--- src/rtl/cla_seq_adder_if.sv ---
// Request/result bus of the sequential nibble-serial carry-lookahead adder.
interface cla_seq_adder_if #(
   parameter int unsigned WIDTH = 16
);
   logic             start;
   logic [WIDTH-1:0] a;
   logic [WIDTH-1:0] b;
   logic             carryInput;
   logic             busy;
   logic             done;
   logic [WIDTH-1:0] sum;
   logic             carryOutput;

   modport master (
      output start, a, b, carryInput,
      input  busy, done, sum, carryOutput
   );

   modport slave (
      input  start, a, b, carryInput,
      output busy, done, sum, carryOutput
   );
endinterface

--- src/rtl/cla_seq_adder.sv ---
// Sequential adder: one 4-bit carry-lookahead slice reused per nibble, LSB first.
// Fixed latency of WIDTH/4 cycles from start acceptance to the done pulse.
module cla_seq_adder #(
   parameter int unsigned WIDTH = 16
) (
   input logic            clk,
   input logic            rst,
   cla_seq_adder_if.slave bus
);
   localparam int unsigned NSLICE = WIDTH / 4;
   localparam int unsigned CW     = $clog2(NSLICE + 1);
   localparam int unsigned LAST   = NSLICE - 1;

   typedef enum logic {IDLE, RUN} state_t;

   state_t           state;
   logic [WIDTH-1:0] opa;
   logic [WIDTH-1:0] opb;
   logic [WIDTH-1:0] partial;
   logic [CW-1:0]    cnt;
   logic             carry;

   logic [3:0]       na_c;
   logic [3:0]       nb_c;
   logic [3:0]       g_c;
   logic [3:0]       p_c;
   logic [3:0]       c_c;
   logic [3:0]       ns_c;
   logic             nco_c;
   logic [WIDTH-1:0] partial_upd_c;

   // Nibble selected by the counter feeds the single lookahead slice
   always_comb begin
      na_c  = 4'(opa >> {cnt, 2'b00});
      nb_c  = 4'(opb >> {cnt, 2'b00});
      g_c   = na_c & nb_c;
      p_c   = na_c ^ nb_c;
      c_c[0] = carry;
      c_c[1] = g_c[0] | (p_c[0] & carry);
      c_c[2] = g_c[1] | (p_c[1] & g_c[0]) | (p_c[1] & p_c[0] & carry);
      c_c[3] = g_c[2] | (p_c[2] & g_c[1]) | (p_c[2] & p_c[1] & g_c[0])
             | (p_c[2] & p_c[1] & p_c[0] & carry);
      nco_c  = g_c[3] | (p_c[3] & g_c[2]) | (p_c[3] & p_c[2] & g_c[1])
             | (p_c[3] & p_c[2] & p_c[1] & g_c[0])
             | (p_c[3] & p_c[2] & p_c[1] & p_c[0] & carry);
      ns_c   = p_c ^ c_c;
   end

   // Partial result with the current nibble merged in
   always_comb begin
      partial_upd_c = partial;
      for (int i = 0; i < int'(NSLICE); i++) begin
         if (cnt == CW'(i)) partial_upd_c[4*i +: 4] = ns_c;
      end
   end

   always_ff @(posedge clk) begin
      if (rst) begin
         state           <= IDLE;
         opa             <= '0;
         opb             <= '0;
         partial         <= '0;
         cnt             <= '0;
         carry           <= 1'b0;
         bus.busy        <= 1'b0;
         bus.done        <= 1'b0;
         bus.sum         <= '0;
         bus.carryOutput <= 1'b0;
      end else begin
         bus.done <= 1'b0;
         case (state)
            IDLE: begin
               if (bus.start) begin
                  opa      <= bus.a;
                  opb      <= bus.b;
                  carry    <= bus.carryInput;
                  cnt      <= '0;
                  partial  <= '0;
                  bus.busy <= 1'b1;
                  state    <= RUN;
               end
            end
            RUN: begin
               partial <= partial_upd_c;
               carry   <= nco_c;
               cnt     <= cnt + CW'(1);
               // Last nibble: publish result and return to idle
               if (cnt == CW'(LAST)) begin
                  bus.sum         <= partial_upd_c;
                  bus.carryOutput <= nco_c;
                  bus.done        <= 1'b1;
                  bus.busy        <= 1'b0;
                  state           <= IDLE;
               end
            end
            default: state <= IDLE;
         endcase
      end
   end
endmodule

--- src/flat_wrapper.sv ---
// flat-port wrapper written by rule: the top's interface ports become plain ports
module cla_seq_adder_flat 
#(
   parameter int unsigned WIDTH = 16
)
  (clk, rst, bus_start, bus_a, bus_b, bus_carryInput, bus_busy, bus_done, bus_sum, bus_carryOutput);
  cla_seq_adder_if #(.WIDTH(WIDTH)) bus_i ();
  input logic clk;
  input logic rst;
  input wire logic [$bits(bus_i.start)-1:0] bus_start;
  input wire logic [$bits(bus_i.a)-1:0] bus_a;
  input wire logic [$bits(bus_i.b)-1:0] bus_b;
  input wire logic [$bits(bus_i.carryInput)-1:0] bus_carryInput;
  output wire logic [$bits(bus_i.busy)-1:0] bus_busy;
  output wire logic [$bits(bus_i.done)-1:0] bus_done;
  output wire logic [$bits(bus_i.sum)-1:0] bus_sum;
  output wire logic [$bits(bus_i.carryOutput)-1:0] bus_carryOutput;
  assign bus_i.start = bus_start;
  assign bus_i.a = bus_a;
  assign bus_i.b = bus_b;
  assign bus_i.carryInput = bus_carryInput;
  assign bus_busy = bus_i.busy;
  assign bus_done = bus_i.done;
  assign bus_sum = bus_i.sum;
  assign bus_carryOutput = bus_i.carryOutput;
  cla_seq_adder #(.WIDTH(WIDTH)) u_core (.clk(clk), .rst(rst), .bus(bus_i));
endmodule
--- config.mk ---
export PLATFORM = sky130hd
export DESIGN_NAME = cla_seq_adder_flat
export DESIGN_NICKNAME = d
export VERILOG_FILES = /design/src/rtl/cla_seq_adder_if.sv /design/src/rtl/cla_seq_adder.sv /design/src/flat_wrapper.sv
export SDC_FILE = /design/constraint.sdc
export NUM_CORES = 1
export LEC_CHECK = 0
export ABC_AREA = 1
export CAP_MARGIN = 20
export CORE_MARGIN = 5
export CORE_UTILIZATION = 50
export DETAILED_ROUTE_END_ITERATION = 12
export PLACE_DENSITY = 0.84
export SLEW_MARGIN = 20
export SYNTH_ARGS = -nofsm -noshare
export SYNTH_HDL_FRONTEND = slang
export SYNTH_SLANG_ARGS = --single-unit
--- constraint.sdc ---
create_clock -name clk -period 2.7 [get_ports clk]
set_input_delay 0.675 -clock clk [delete_from_list [all_inputs] [get_ports clk]]
set_output_delay 0.675 -clock clk [all_outputs]
set_load 0.02 [all_outputs]
== Yosys cells after proc, flatten, opt, wreduce, memory -nomap -nowiden ==
Index checks and enable logic that the tools add are counted.
Cells by class
  eq/ne operators: 5
  shifts and indexed selects: 2
  muxes and demuxes: 17
  add/sub/neg operators: 1
  reductions and logical operators: 5
  bitwise logic cells: 30
Operators by type and width (count)
  case mux 16 bit (2 select lines): 1
  >> shifter 16 x 5 -> 4 bit: 2
  AND 1 bit: 16
  2-to-1 mux 16 bit: 1
  2-to-1 mux 4 bit: 4
  OR 1 bit: 10
  bitwise XOR 4 bit: 2
  == test 3 x 2 -> 1 bit, second input constant: 2
  2-to-1 mux 1 bit: 6
  case mux 1 bit (2 select lines): 3
  case mux 3 bit (2 select lines): 1
  AND reduction 2 bit: 3
  AND 4 bit: 1
  != test 2 bit, second input constant: 2
  adder 3 x 1 -> 3 bit, second input constant: 1
  == test 3 x 1 -> 1 bit, second input constant: 1
  zero test 3 bit: 1
  2-to-1 mux 3 bit: 1
  OR reduction 2 bit: 1
  inverter 1 bit: 1
Storage, ports and cells
  word-level logic and storage cells: 70
  input bits: 36
  bits in registers: 72
  output and inout bits: 19

== Longest topological paths before layout ==
  depth in word-level cells: 9
  gate-level depth with buffers: 15
  mapped depth without buffers: 13

== Worst setup path after synthesis ==
Ideal clock, no wire load.
  kind: reg2reg
  start: register u_core.cnt[0]
  end: register u_core.carry
  stages on the path, launching flop included: 13
  setup slack: 0.549 ns
  library setup time: 0.128 ns
  required time: 2.572 ns
  data arrival time: 2.024 ns
  path buffers: 2
  path through: dfxtp_1 -> buf_2 -> inv_1 -> buf_2 -> o21ai_0 -> a21oi_1 -> ha_1 -> or2_2 -> nand2_1 -> nand2_1 -> a21o_1 -> a21oi_1 -> nor2_1
On the way
  longest elaborated chain between the ends: 8
  elaborated cells on any way between the ends: 16
Ends and longest elaborated chain
  start, declared: line cla_seq_adder.sv:20  | logic [CW-1:0] cnt;
  start signal, assigned: line cla_seq_adder.sv:86  | cnt <= cnt + CW'(1);
  >> shifter 16 x 5 -> 4 bit, on equally long branches: line cla_seq_adder.sv:34, cla_seq_adder.sv:35
  bitwise XOR 4 bit or AND 4 bit (tied branches): line cla_seq_adder.sv:37, cla_seq_adder.sv:36
  AND 1 bit, on equally long branches: line cla_seq_adder.sv:43, cla_seq_adder.sv:44, cla_seq_adder.sv:45
  OR 1 bit, or another cell as far along (2 in a row): line cla_seq_adder.sv:43  | nco_c = g_c[3] | (p_c[3] & g_c[2]) | (p_c[3] & p_c[2] & g_c[1])
  OR 1 bit or AND 1 bit (tied branches): line cla_seq_adder.sv:44, cla_seq_adder.sv:45
  OR 1 bit (*): line cla_seq_adder.sv:45  | | (p_c[3] & p_c[2] & p_c[1] & p_c[0] & carry);
  case mux 1 bit (2 select lines) (*): line cla_seq_adder.sv:71  | case (state)
  end signal, assigned: line cla_seq_adder.sv:76  | carry <= bus.carryInput;
  end signal, assigned: line cla_seq_adder.sv:85  | carry <= nco_c;
  end, declared: line cla_seq_adder.sv:21  | logic carry;
Mark *: on every way between the ends. The rest lies on a longest branch, timed or not.
A chain may end at the register's enable or synchronous reset.

== Worst setup path after layout ==
  start: register u_core.cnt[0]
  end: register u_core.bus.sum[1]
On the way
  longest elaborated chain between the ends: 6
  elaborated cells on any way between the ends: 11
Ends and longest elaborated chain
  >> shifter 16 x 5 -> 4 bit, on equally long branches: line cla_seq_adder.sv:34, cla_seq_adder.sv:35
  bitwise XOR 4 bit: line cla_seq_adder.sv:37  | p_c = na_c ^ nb_c;
  AND 1 bit: line cla_seq_adder.sv:39  | c_c[1] = g_c[0] | (p_c[0] & carry);
  OR 1 bit: line cla_seq_adder.sv:39
  bitwise XOR 4 bit: line cla_seq_adder.sv:46  | ns_c = p_c ^ c_c;
  2-to-1 mux 4 bit: line cla_seq_adder.sv:53  | if (cnt == CW'(i)) partial_upd_c[4*i +: 4] = ns_c;
  end signal, assigned: line cla_seq_adder.sv:89  | bus.sum <= partial_upd_c;
  end, declared: line cla_seq_adder_if.sv:21  | output busy, done, sum, carryOutput
Several ways; a longest one is shown, not always the timed one.

==> summary.md <==
| Metric | Value |
|---|---|
| GR Overflow Total | 0 |
| Synth warnings | 0 |
| Syn_nets | 453 |
| Worst path max stage delay | 450 ps |
| Clk pin slew, worst setup/hold paths | 70 ps |
| Share of layout cells above drive strength 1 | 0.0670 |
| Worst hold margin | 449 ps |
| Cts bufs inserted | 9 |
| Most numerous cell in the Yosys netlist | nor2_1 |
| Latest clock arrival within the worst-skew pair | 350 ps |
| Initial Util | 0.513 |
| Setup-failing EPs final | 0 |
| Initial drt markers | 252 |
| Hold Startpoint | u_core.bus.carryOutput$_SDFFE_PP0P_ |
| Final period util | 0.855 |
| H-tree Lvls | 3 |
| CP Capture Type | register |
| P&R area growth vs syn | 24.7% |
| Routed Wire Length | 6730 um |
| Critical path class | reg2reg |
| Crit path launch type | register |
| DIE WIDTH | 87.9 um |
| Slowest cell on the critical path | fa_1 |
| Antenna diodes | 0 |
| Postcts setup bufs | 0 |
| Syn_area_per_cell | 7.46 um2 |
| Post-synth top cells | nor2_1, dfxtp_1, nand2_1 |
| Ys async rst share | 0 |
| CP Max Fanout | 19 |
| Worst Setup SP | u_core.cnt[0]$_SDFFE_PP0P_ |
| Leading area contributor after synthesis | dfxtp_1 |
| CTS tree | built |
| Sequential area share after synthesis | 0.448 |
| Die height | 87.9 um |
| Number of vias per cell | 5.16 |
| WP data required | 2940 ps |
| Routed Antenna Nets | 0 |
| Most common cell on crit path | o21ai_0 |
| Endpoints failing hold | 0 |
| Slew @ Worst Pin | 709 ps |
| Power density over the cells | 632 nW/um2 |
| Combined buffer and inverter count along the critical path | 1 |
| Number of synthesized register bits | 68 |
| # IOs | 55 |
| Main area contributors after synthesis | dfxtp_1, nor2_1, nand2_1 |
| Post-synth cell types | 26 |
| MaxCap Viol Count | 0 |
| Vias in the first global route | 2682 |
| Outcome | finished clean |
| Tot GR Track Use | 0.194 |
| Cell Rows | 28 |
| Slew margin rel. | 0.527 |
| Post-synth EDFFs | 0 |
| Longest Clk Path Bufs | 2 |
| Critical path data arrival time | 2550 ps |
| Leakage Power | 0.00159 uW |
| Wire length per cell | 12.5 um |
| DRT Pass-1 Iters | 5 |
| Worst path cell trace | inv_1, o21ai_0, a21oi_1, fa_1, xnor2_1, o21ai_0, a22o_1 |
| Cells after Synth | 407 |
| Cell family with most CP delay | compound AO/OA/AOI/OAI gates |
| Cts hold-fix bufs | 0 |
| # port buffers | 54 |
| Area occupied by multi-input gates | 1440 um2 |
| RSZ-0062 raised after global routing | false |
| Worst clock skew | 8.93 ps |
| Total Nets Final | 504 |
| Antenna violations before repair | 0 |
| Via count | 2775 |
| Routability Congestion | 0.926 |
| First-pass GRT wire length | 11700 um |
| Hold WC Path Type | reg2reg |
| CTS resizes | 0 |
| Clock root buffer | clkbuf_8 |
| Post-synthesis cell area | 3040 um2 |
| Synth Flop Type | dfxtp_1 |
| Total die area | 7730 um2 |
| Share of the synthesized area in the top cell type | 0.448 |
| Final min period | 2310 ps |
| Peak supply drop | 0.000305 V |
| Core area | 5920 um2 |
| Fillers | 515 |
| FMAX | 433 MHz |
| Reg2reg start | u_core.cnt[0]$_SDFFE_PP0P_ |
| Post-DP HPWL | 4870 um |
| Slew Limit Fails | 0 |
| DRC violations left | 0 |
| Total Neg Setup Slack | 0 ps |
| Largest net degree at the start of global routing | 35 |
| FF/Latch Area | 1360 um2 |
| CTS sink cnt | 68 |
[flip-flops by register name (all words and copies together), names as in the netlist]
| register | flops |
|---|---|
| u_core.bus.sum | 16 |
| u_core.bus.carryOutput | 1 |
| u_core.opa | 16 |
| u_core.state | 1 |
| u_core.cnt | 3 |
| u_core.opb | 16 |
| u_core.bus.done | 1 |
| u_core.carry | 1 |
| u_core.partial | 12 |
| u_core.bus.busy | 1 |
[path summary, 6_finish.rpt]
| path | slack (ps) | end | cells after the start |
|---|---|---|---|
| worst max register to register | 390 | u_core.bus.sum[1]$_SDFFE_PP0P_ | 7 |
| worst min register to register | 450 | u_core.bus.carryOutput$_SDFFE_PP0P_ | 2 |
| worst min-delay path | 450 | u_core.bus.carryOutput$_SDFFE_PP0P_ | 2 |
| worst max-delay path | 390 | u_core.bus.sum[1]$_SDFFE_PP0P_ | 7 |
[report_power, final]
group	total (uW)	switching, uW	internal (uW)
combinational	405	237	168
clock	901	375	526
sequential	1090	30.8	1060
[placed cells by master (no fill, tap or decap)]
master and n:
a21o_1 1, a21oi_1 23, a22o_1 7, buf_4 8, bufinv_16 1, clkbuf_8 13, clkdlybuf4s50_1 54, clkinv_1 1
clkinv_2 1, clkinvlp_4 1, dfxtp_1 68, fa_1 1, ha_1 9, inv_1 14, inv_2 1, inv_8 1
nand2_1 63, nand2_2 1, nand3_1 21, nand4_1 2, nor2_1 103, nor2_2 1, nor2_4 2, o21ai_0 47
o21ai_1 9, or2_1 8, or2_2 1, xnor2_1 1
[metrics by stage]
step / cell area (um2) / total power, uW / instances / setup slack [ps] / utilization
after global placement: 3560 / 1500 / 522 / 561 / 0.602
after floorplan: 3040 / 1390 / 407 / 549 / -
after CTS: 3790 / 2400 / 538 / 428 / 0.639
final: 3790 / 2390 / 538 / 392 / 0.639
after global routing: 3790 / 2520 / 538 / 166 / 0.639
after detailed placement: 3560 / 1510 / 522 / 442 / 0.602
[layer usage]
metal | vias up | GRT usage | wire [um]
met4 | 0 | 0.0767 | 78
met3 | 13 | 0.0527 | 487
met1 | 1246 | 0.229 | 2890
li1 | 1423 | - | -
met5 | - | 0 | 0
met2 | 93 | 0.332 | 3280
[logic make-up (layout without fill, tap and decap cells)]
| kind of cell | count (synthesis) | after routing | share of synthesized area |
|---|---|---|---|
| simple gates | 202 | 202 | 0.274 |
| compound gates | 87 | 87 | 0.153 |
| flops | 68 | 68 | 0.448 |
| buf+inv | 39 | 95 | 0.0783 |
| fa+ha+maj | 10 | 10 | 0.0437 |
| xor+xnor | 1 | 1 | 0.00288 |
[area by class of cell]
type	count	area share
clock inverters	3	0.0112
inverters	17	0.0188
repair buffers	62	0.159
flip-flops and latches	68	0.360
well taps	75	0.0248
clock buffers	13	0.0473
multi-input cells	300	0.380
[worst register-to-register path, stage by stage, from the launching register on]
cell	delay, ps
dfxtp_1	430
inv_1	250
o21ai_0	250
a21oi_1	140
fa_1	450
xnor2_1	320
o21ai_0	170
a22o_1	200
(Power assumes the default switching activity.)
